$ cat config.mk
export PLATFORM = sky130hd
export DESIGN_NAME = store_queue_ctrl
export DESIGN_NICKNAME = d
export VERILOG_FILES = /design/src/rtl/store_queue_ctrl.sv
export SDC_FILE = /design/constraint.sdc
export NUM_CORES = 2
export LEC_CHECK = 0
export CELL_PAD_IN_SITES_DETAIL_PLACEMENT = 0
export CELL_PAD_IN_SITES_GLOBAL_PLACEMENT = 1
export CORE_MARGIN = 2
export CORE_UTILIZATION = 45
export DETAILED_ROUTE_END_ITERATION = 12
export MAX_ROUTING_LAYER = met4
export PLACE_DENSITY_LB_ADDON = 0.1
export SLEW_MARGIN = 20
export SYNTH_ARGS = -nofsm -noshare
export SYNTH_HDL_FRONTEND = slang
export SYNTH_SLANG_ARGS = --single-unit
$ cat constraint.sdc
create_clock -name clk -period 21.1 [get_ports clk]
set_input_delay 2.11 -clock clk [delete_from_list [all_inputs] [get_ports clk]]
set_output_delay 2.11 -clock clk [all_outputs]
set_load 0.005 [all_outputs]
$ cat src/rtl/store_queue_ctrl.sv
// Store-queue controller: alloc/exec/commit tracking, in-order drain, load-forward match.
// Optional stall counter output enabled by defining SQ_STALL_CNT_EN.
module store_queue_ctrl #(
  parameter int SQ_NUM   = 8,
  parameter int SQ_WIDTH = 3
) (
  input  logic                clk,
  input  logic                reset,
  input  logic                alloc_valid,
  output logic                alloc_ready,
  output logic [SQ_WIDTH-1:0] alloc_index,
  input  logic                exec_valid,
  input  logic [SQ_WIDTH-1:0] exec_index,
  input  logic [31:0]         exec_addr,
  input  logic [31:0]         exec_data,
  input  logic [3:0]          exec_be,
  input  logic                commit_valid,
  output logic                commit_ready,
  input  logic                flush,
  input  logic [31:0]         ld_addr,
  output logic [SQ_NUM-1:0]   match,
  output logic [SQ_WIDTH-1:0] push_head,
  output logic                mem_req_valid,
  output logic [31:0]         mem_req_addr,
  output logic [31:0]         mem_req_data,
  output logic [3:0]          mem_req_be,
`ifdef SQ_STALL_CNT_EN
  output logic [31:0]         stall_cnt,
`endif
  input  logic                mem_req_ready
);

  typedef enum logic [1:0] {
    S_FREE,
    S_ALLOC,
    S_READY,
    S_COMMIT
  } sq_state_e;

  typedef enum logic {
    D_IDLE,
    D_REQ
  } drain_state_e;

  localparam logic [SQ_WIDTH:0] PONE = 1;

  sq_state_e    r_state [SQ_NUM];
  logic [31:0]  r_addr  [SQ_NUM];
  logic [31:0]  r_data  [SQ_NUM];
  logic [3:0]   r_be    [SQ_NUM];

  logic [SQ_WIDTH:0] r_head;
  logic [SQ_WIDTH:0] r_cptr;
  logic [SQ_WIDTH:0] r_tail;

  drain_state_e r_dstate;
  logic         r_mem_valid;
  logic [31:0]  r_mem_addr;
  logic [31:0]  r_mem_data;
  logic [3:0]   r_mem_be;

  logic [SQ_WIDTH-1:0] w_head_lo;
  logic [SQ_WIDTH-1:0] w_cptr_lo;
  logic [SQ_WIDTH-1:0] w_tail_lo;
  logic                w_full;
  logic                w_alloc;
  logic                w_exec;
  logic                w_commit;
  logic                w_drain;
  logic [SQ_WIDTH:0]   w_cptr_nxt;
  logic                w_unused;

  assign w_head_lo = r_head[SQ_WIDTH-1:0];
  assign w_cptr_lo = r_cptr[SQ_WIDTH-1:0];
  assign w_tail_lo = r_tail[SQ_WIDTH-1:0];

  assign w_full = (w_tail_lo == w_head_lo) &&
                  (r_tail[SQ_WIDTH] != r_head[SQ_WIDTH]);

  assign alloc_ready  = !w_full;
  assign alloc_index  = w_tail_lo;
  assign push_head    = w_tail_lo;
  assign commit_ready = (r_cptr != r_tail) &&
                        (r_state[w_cptr_lo] == S_READY);

  // Flush wins over alloc/exec; commit is not blocked by flush.
  assign w_alloc  = alloc_valid && !w_full && !flush;
  assign w_exec   = exec_valid && !flush &&
                    (r_state[exec_index] == S_ALLOC);
  assign w_commit = commit_valid && commit_ready;
  assign w_drain  = (r_dstate == D_REQ) && mem_req_ready;

  assign w_cptr_nxt = w_commit ? r_cptr + PONE : r_cptr;

  assign w_unused = ^ld_addr[1:0];

  always_comb begin
    match = '0;
    for (int i = 0; i < SQ_NUM; i++) begin
      match[i] = ((r_state[i] == S_READY) ||
                  (r_state[i] == S_COMMIT)) &&
                 (r_addr[i][31:2] == ld_addr[31:2]);
    end
  end

  always_ff @(posedge clk or posedge reset) begin
    if (reset) begin
      for (int i = 0; i < SQ_NUM; i++) begin
        r_state[i] <= S_FREE;
        r_addr[i]  <= '0;
        r_data[i]  <= '0;
        r_be[i]    <= '0;
      end
    end else begin
      for (int i = 0; i < SQ_NUM; i++) begin
        if (w_exec && exec_index == SQ_WIDTH'(i)) begin
          r_state[i] <= S_READY;
          r_addr[i]  <= exec_addr;
          r_data[i]  <= exec_data;
          r_be[i]    <= exec_be;
        end
        if (w_alloc && w_tail_lo == SQ_WIDTH'(i))
          r_state[i] <= S_ALLOC;
        if (flush && (r_state[i] == S_ALLOC ||
                      r_state[i] == S_READY))
          r_state[i] <= S_FREE;
        if (w_commit && w_cptr_lo == SQ_WIDTH'(i))
          r_state[i] <= S_COMMIT;
        if (w_drain && w_head_lo == SQ_WIDTH'(i))
          r_state[i] <= S_FREE;
      end
    end
  end

  always_ff @(posedge clk or posedge reset) begin
    if (reset) begin
      r_cptr <= '0;
      r_tail <= '0;
    end else begin
      r_cptr <= w_cptr_nxt;
      if (flush)
        r_tail <= w_cptr_nxt;
      else if (w_alloc)
        r_tail <= r_tail + PONE;
    end
  end

  always_ff @(posedge clk or posedge reset) begin
    if (reset) begin
      r_dstate    <= D_IDLE;
      r_head      <= '0;
      r_mem_valid <= 1'b0;
      r_mem_addr  <= '0;
      r_mem_data  <= '0;
      r_mem_be    <= '0;
    end else begin
      unique case (r_dstate)
        D_IDLE: begin
          if (r_head != r_cptr) begin
            r_mem_addr  <= r_addr[w_head_lo];
            r_mem_data  <= r_data[w_head_lo];
            r_mem_be    <= r_be[w_head_lo];
            r_mem_valid <= 1'b1;
            r_dstate    <= D_REQ;
          end
        end
        D_REQ: begin
          if (mem_req_ready) begin
            r_mem_valid <= 1'b0;
            r_head      <= r_head + PONE;
            r_dstate    <= D_IDLE;
          end
        end
        default: r_dstate <= D_IDLE;
      endcase
    end
  end

  assign mem_req_valid = r_mem_valid;
  assign mem_req_addr  = r_mem_addr;
  assign mem_req_data  = r_mem_data;
  assign mem_req_be    = r_mem_be;

`ifdef SQ_STALL_CNT_EN
  logic [31:0] r_stall_cnt;

  always_ff @(posedge clk or posedge reset) begin
    if (reset)
      r_stall_cnt <= '0;
    else if (alloc_valid && w_full && r_stall_cnt != 32'hFFFF_FFFF)
      r_stall_cnt <= r_stall_cnt + 32'd1;
  end

  assign stall_cnt = r_stall_cnt;
`endif

endmodule

==> flow_summary.json <==
{
  "worst-endpoint-arrival_ns": 5.33,
  "wire_length_of_the_first_global_routing_pass_mm": 139.6,
  "layout.cells.most_common": "sky130_fd_sc_hd__dfrtp_1",
  "cts_hold_repair.buffers": 0,
  "crit_end_element": "output port",
  "layout_worst_path_cycle_share": 0.3526,
  "postCtsResizedCells": 0,
  "power.static_leakage_nw": 16.63,
  "drt_first_iter_violations": 1431,
  "routed_wirelength_mm": 92.33,
  "yosysWarnings": 0,
  "overflow": 0,
  "vias_in_the_first_global_route": 21330,
  "grt_setup_unrepaired": "false",
  "max_cap_violations": 0,
  "clock-root-buffer": "sky130_fd_sc_hd__clkbuf_16",
  "clock-sinks": 642,
  "critPathKind": "in2out",
  "routedWlPerCell_um": 25.96,
  "maxSlewViolCount": 0,
  "cts-htree-levels": 3,
  "globalRouteTotalUtil": 0.2704,
  "clk-insertion-delay-late_ns": 0.61,
  "antenna_violations_before_repair": 8,
  "worst_path_largest_cell_delay_ns": 0.64,
  "post-cts-setup-buffer-count": 0,
  "synthesis.instances": 2426,
  "dp_hpwl_mm": 59.12,
  "tns_ns": 0,
  "nets": 2703,
  "fp.dieH_um": 268.3,
  "design.portCount": 195,
  "series_of_cell_instances_along_the_critical_path": "clkdlybuf4s50_1 > xnor2_1 > nand4_1 > nor4_1 > nand3_1 > nor4_1 > clkdlybuf4s50_1",
  "floorplan.rows": 96,
  "drc": 0,
  "final_period_minus_worst_setup_slack_ns": 7.440,
  "max_clock_freq_mhz": 134.4,
  "setup_viol": 0,
  "critical_path.slowest_cell": "sky130_fd_sc_hd__clkdlybuf4s50_1",
  "cts_made_buffers": 74,
  "cts_tree": "yes",
  "run_status": "completed",
  "most_frequent_cells_in_the_layout": "sky130_fd_sc_hd__dfrtp_1 (639), sky130_fd_sc_hd__mux2_2 (475), sky130_fd_sc_hd__nand2_1 (352), sky130_fd_sc_hd__clkdlybuf4s50_1 (192), sky130_fd_sc_hd__xnor2_1 (143)",
  "postLayoutCoreUtil": 0.5283,
  "power.total_mw": 4.800,
  "skew_ns": 0.02267,
  "slew_headroom": 0.2643,
  "power.density_nw_per_um2": 132.0,
  "required_ns": 18.99,
  "layout-drive-gt1-share": 0.2953,
  "worst_setup_hold_path_clk_slew_ns": 0.05,
  "worstHoldPathType": "reg2reg",
  "area_growth_syn_to_layout_pct": 15.70,
  "finalHoldViolations": 0,
  "cp-start-kind": "primary input",
  "ctsLongestPathBuffers": 3,
  "grt_max_degree": 118,
  "crit_buf_inv": 2,
  "postSynth.asyncResetShare": 1.000,
  "avgSynthCellArea_um2": 12.95,
  "final_antenna_net_count": 0,
  "synth_cell_types": 52,
  "timing.reg2reg.setup_slack_ns": 17.54,
  "floorplan.die_area_um2": 71960,
  "path_max_fanout": 8,
  "die_width_um": 268.3,
  "dr_total_vias": 20200,
  "start_util": 0.4566,
  "globalplace.congestion": 0.8925,
  "post_synth_instance_area_um2": 31420,
  "yosys_register_bits": 642,
  "peakVddDrop_mv": 0.07304,
  "port_buffers": 192,
  "cp_top_family": "simple AND/OR/NAND/NOR gates",
  "mappedNetlistNets": 2570,
  "drt-vias-per-instance": 5.678,
  "synth_top_flop_cell": "sky130_fd_sc_hd__dfrtp_1",
  "worst-slew-pin-transition_ns": 1.104,
  "synth_edf_count": 0,
  "synth.yosys.seq_area_share": 0.5113,
  "drt_first_pass_iters": 5,
  "core_region_area_um2": 68830
}
==> logic make-up (layout without fill, tap and decap cells) <==
| group | after synthesis | after routing | synth area share |
|---|---|---|---|
| compound gates | 113 | 113 | 0.02417 |
| xor+xnor | 257 | 257 | 0.07163 |
| flops | 642 | 642 | 0.5113 |
| mux | 618 | 618 | 0.2703 |
| fa+ha+maj | 34 | 34 | 0.01354 |
| other cells | 0 | 8 | 0 |
| simple gates | 572 | 572 | 0.08015 |
| buf+inv | 190 | 382 | 0.02895 |
==> path summary, 6_finish.rpt <==
path,startpoint,end,depth (start not counted)
max in group asynchronous,reset,r_head[1],4
worst max-delay path,ld_addr[20],match[7],7
min in group asynchronous,reset,r_data[23],2
worst min register to register,r_data[220],r_data[220],2
worst max register to register,r_head[0],mem_req_data[3],5
worst min-delay path,r_data[220],r_data[220],2
==> layer usage <==
metal | wire [um] | global-route usage | vias up
li1 | - | - | 8895
met1 | 40410 | 0.3577 | 10730
met2 | 45150 | 0.4339 | 459
met3 | 4667 | 0.04481 | 113
met4 | 2099 | 0.07323 | 0
met5 | 0 | - | -
==> state kept, by name (all words and copies together), names as in the netlist <==
| signal | count |
|---|---|
| r_dstate | 1 |
| mem_req_data | 32 |
| r_cptr | 4 |
| mem_req_addr | 32 |
| r_head | 4 |
| r_be | 32 |
| mem_req_be | 4 |
| r_addr | 256 |
| r_state | 16 |
| r_data | 256 |
| mem_req_valid | 1 |
| r_tail | 4 |
==> area by class of cell <==
class,instances,area [um2]
inverters,21,88.84
clock buffers,114,2185
multi-input cells,1594,14460
repair buffers,226,2181
diodes,8,20.02
flip-flops and latches,642,16080
fillers,5918,32470
well taps,931,1165
clock inverters,21,182.7
==> worst register-to-register path: cells and delay by family, from the launching register on <==
family	cells	cell delay, ns
buffers and inverters	2	1.59
and+or+nand+nor	1	0.10
DFF	1	0.94
muxes	1	0.66
AOI/OAI and AO/OA	1	0.11
==> cell usage after synthesis, types with 2 or more instances <==
cell type / number / area [um2]
sky130_fd_sc_hd__dfrtp_1: 642 / 16070
sky130_fd_sc_hd__mux2_2: 475 / 5349
sky130_fd_sc_hd__nand2_1: 352 / 1321
sky130_fd_sc_hd__xnor2_1: 143 / 1252
sky130_fd_sc_hd__mux4_2: 136 / 3063
sky130_fd_sc_hd__xor2_1: 114 / 998.5
sky130_fd_sc_hd__nor2_1: 74 / 277.8
sky130_fd_sc_hd__a31oi_1: 69 / 431.7
sky130_fd_sc_hd__buf_2: 68 / 340.3
sky130_fd_sc_hd__clkbuf_1: 66 / 247.7
sky130_fd_sc_hd__nor4_1: 41 / 256.5
sky130_fd_sc_hd__nand4_1: 36 / 225.2
sky130_fd_sc_hd__ha_1: 34 / 425.4
sky130_fd_sc_hd__nand3_1: 34 / 170.2
sky130_fd_sc_hd__buf_1: 17 / 63.81
sky130_fd_sc_hd__inv_1: 17 / 63.81
sky130_fd_sc_hd__nand2b_1: 15 / 93.84
sky130_fd_sc_hd__buf_6: 11 / 123.9
sky130_fd_sc_hd__o21ai_0: 10 / 50.05
sky130_fd_sc_hd__a32oi_1: 7 / 61.31
sky130_fd_sc_hd__buf_4: 7 / 52.55
sky130_fd_sc_hd__a22oi_1: 6 / 45.04
sky130_fd_sc_hd__a21oi_1: 5 / 25.02
sky130_fd_sc_hd__mux2_1: 5 / 56.30
sky130_fd_sc_hd__nand4b_1: 5 / 43.79
sky130_fd_sc_hd__nor2b_1: 4 / 25.02
sky130_fd_sc_hd__inv_2: 3 / 11.26
sky130_fd_sc_hd__o211ai_1: 3 / 22.52
sky130_fd_sc_hd__a211oi_1: 2 / 15.01
sky130_fd_sc_hd__and3_1: 2 / 12.51
sky130_fd_sc_hd__o21a_1: 2 / 15.01
==> through the flow <==
step	area [um2]	std cells	hold slack (ns)	setup slack, ns
floorplan	31420	2426	0.4409	1.004
global placement	33970	3414	0.4552	13.47
detailed placement	33970	3414	0.4618	13.56
CTS	36330	3549	0.4758	13.56
global route	36360	3557	0.4959	13.65
finish	36360	3557	0.4755	13.66
==> report_power, final <==
part	internal, mW	switching (mW)
sequential	1.63	0.373
clock	0.729	0.524
combinational	0.834	0.709
(Power assumes the default switching activity.)
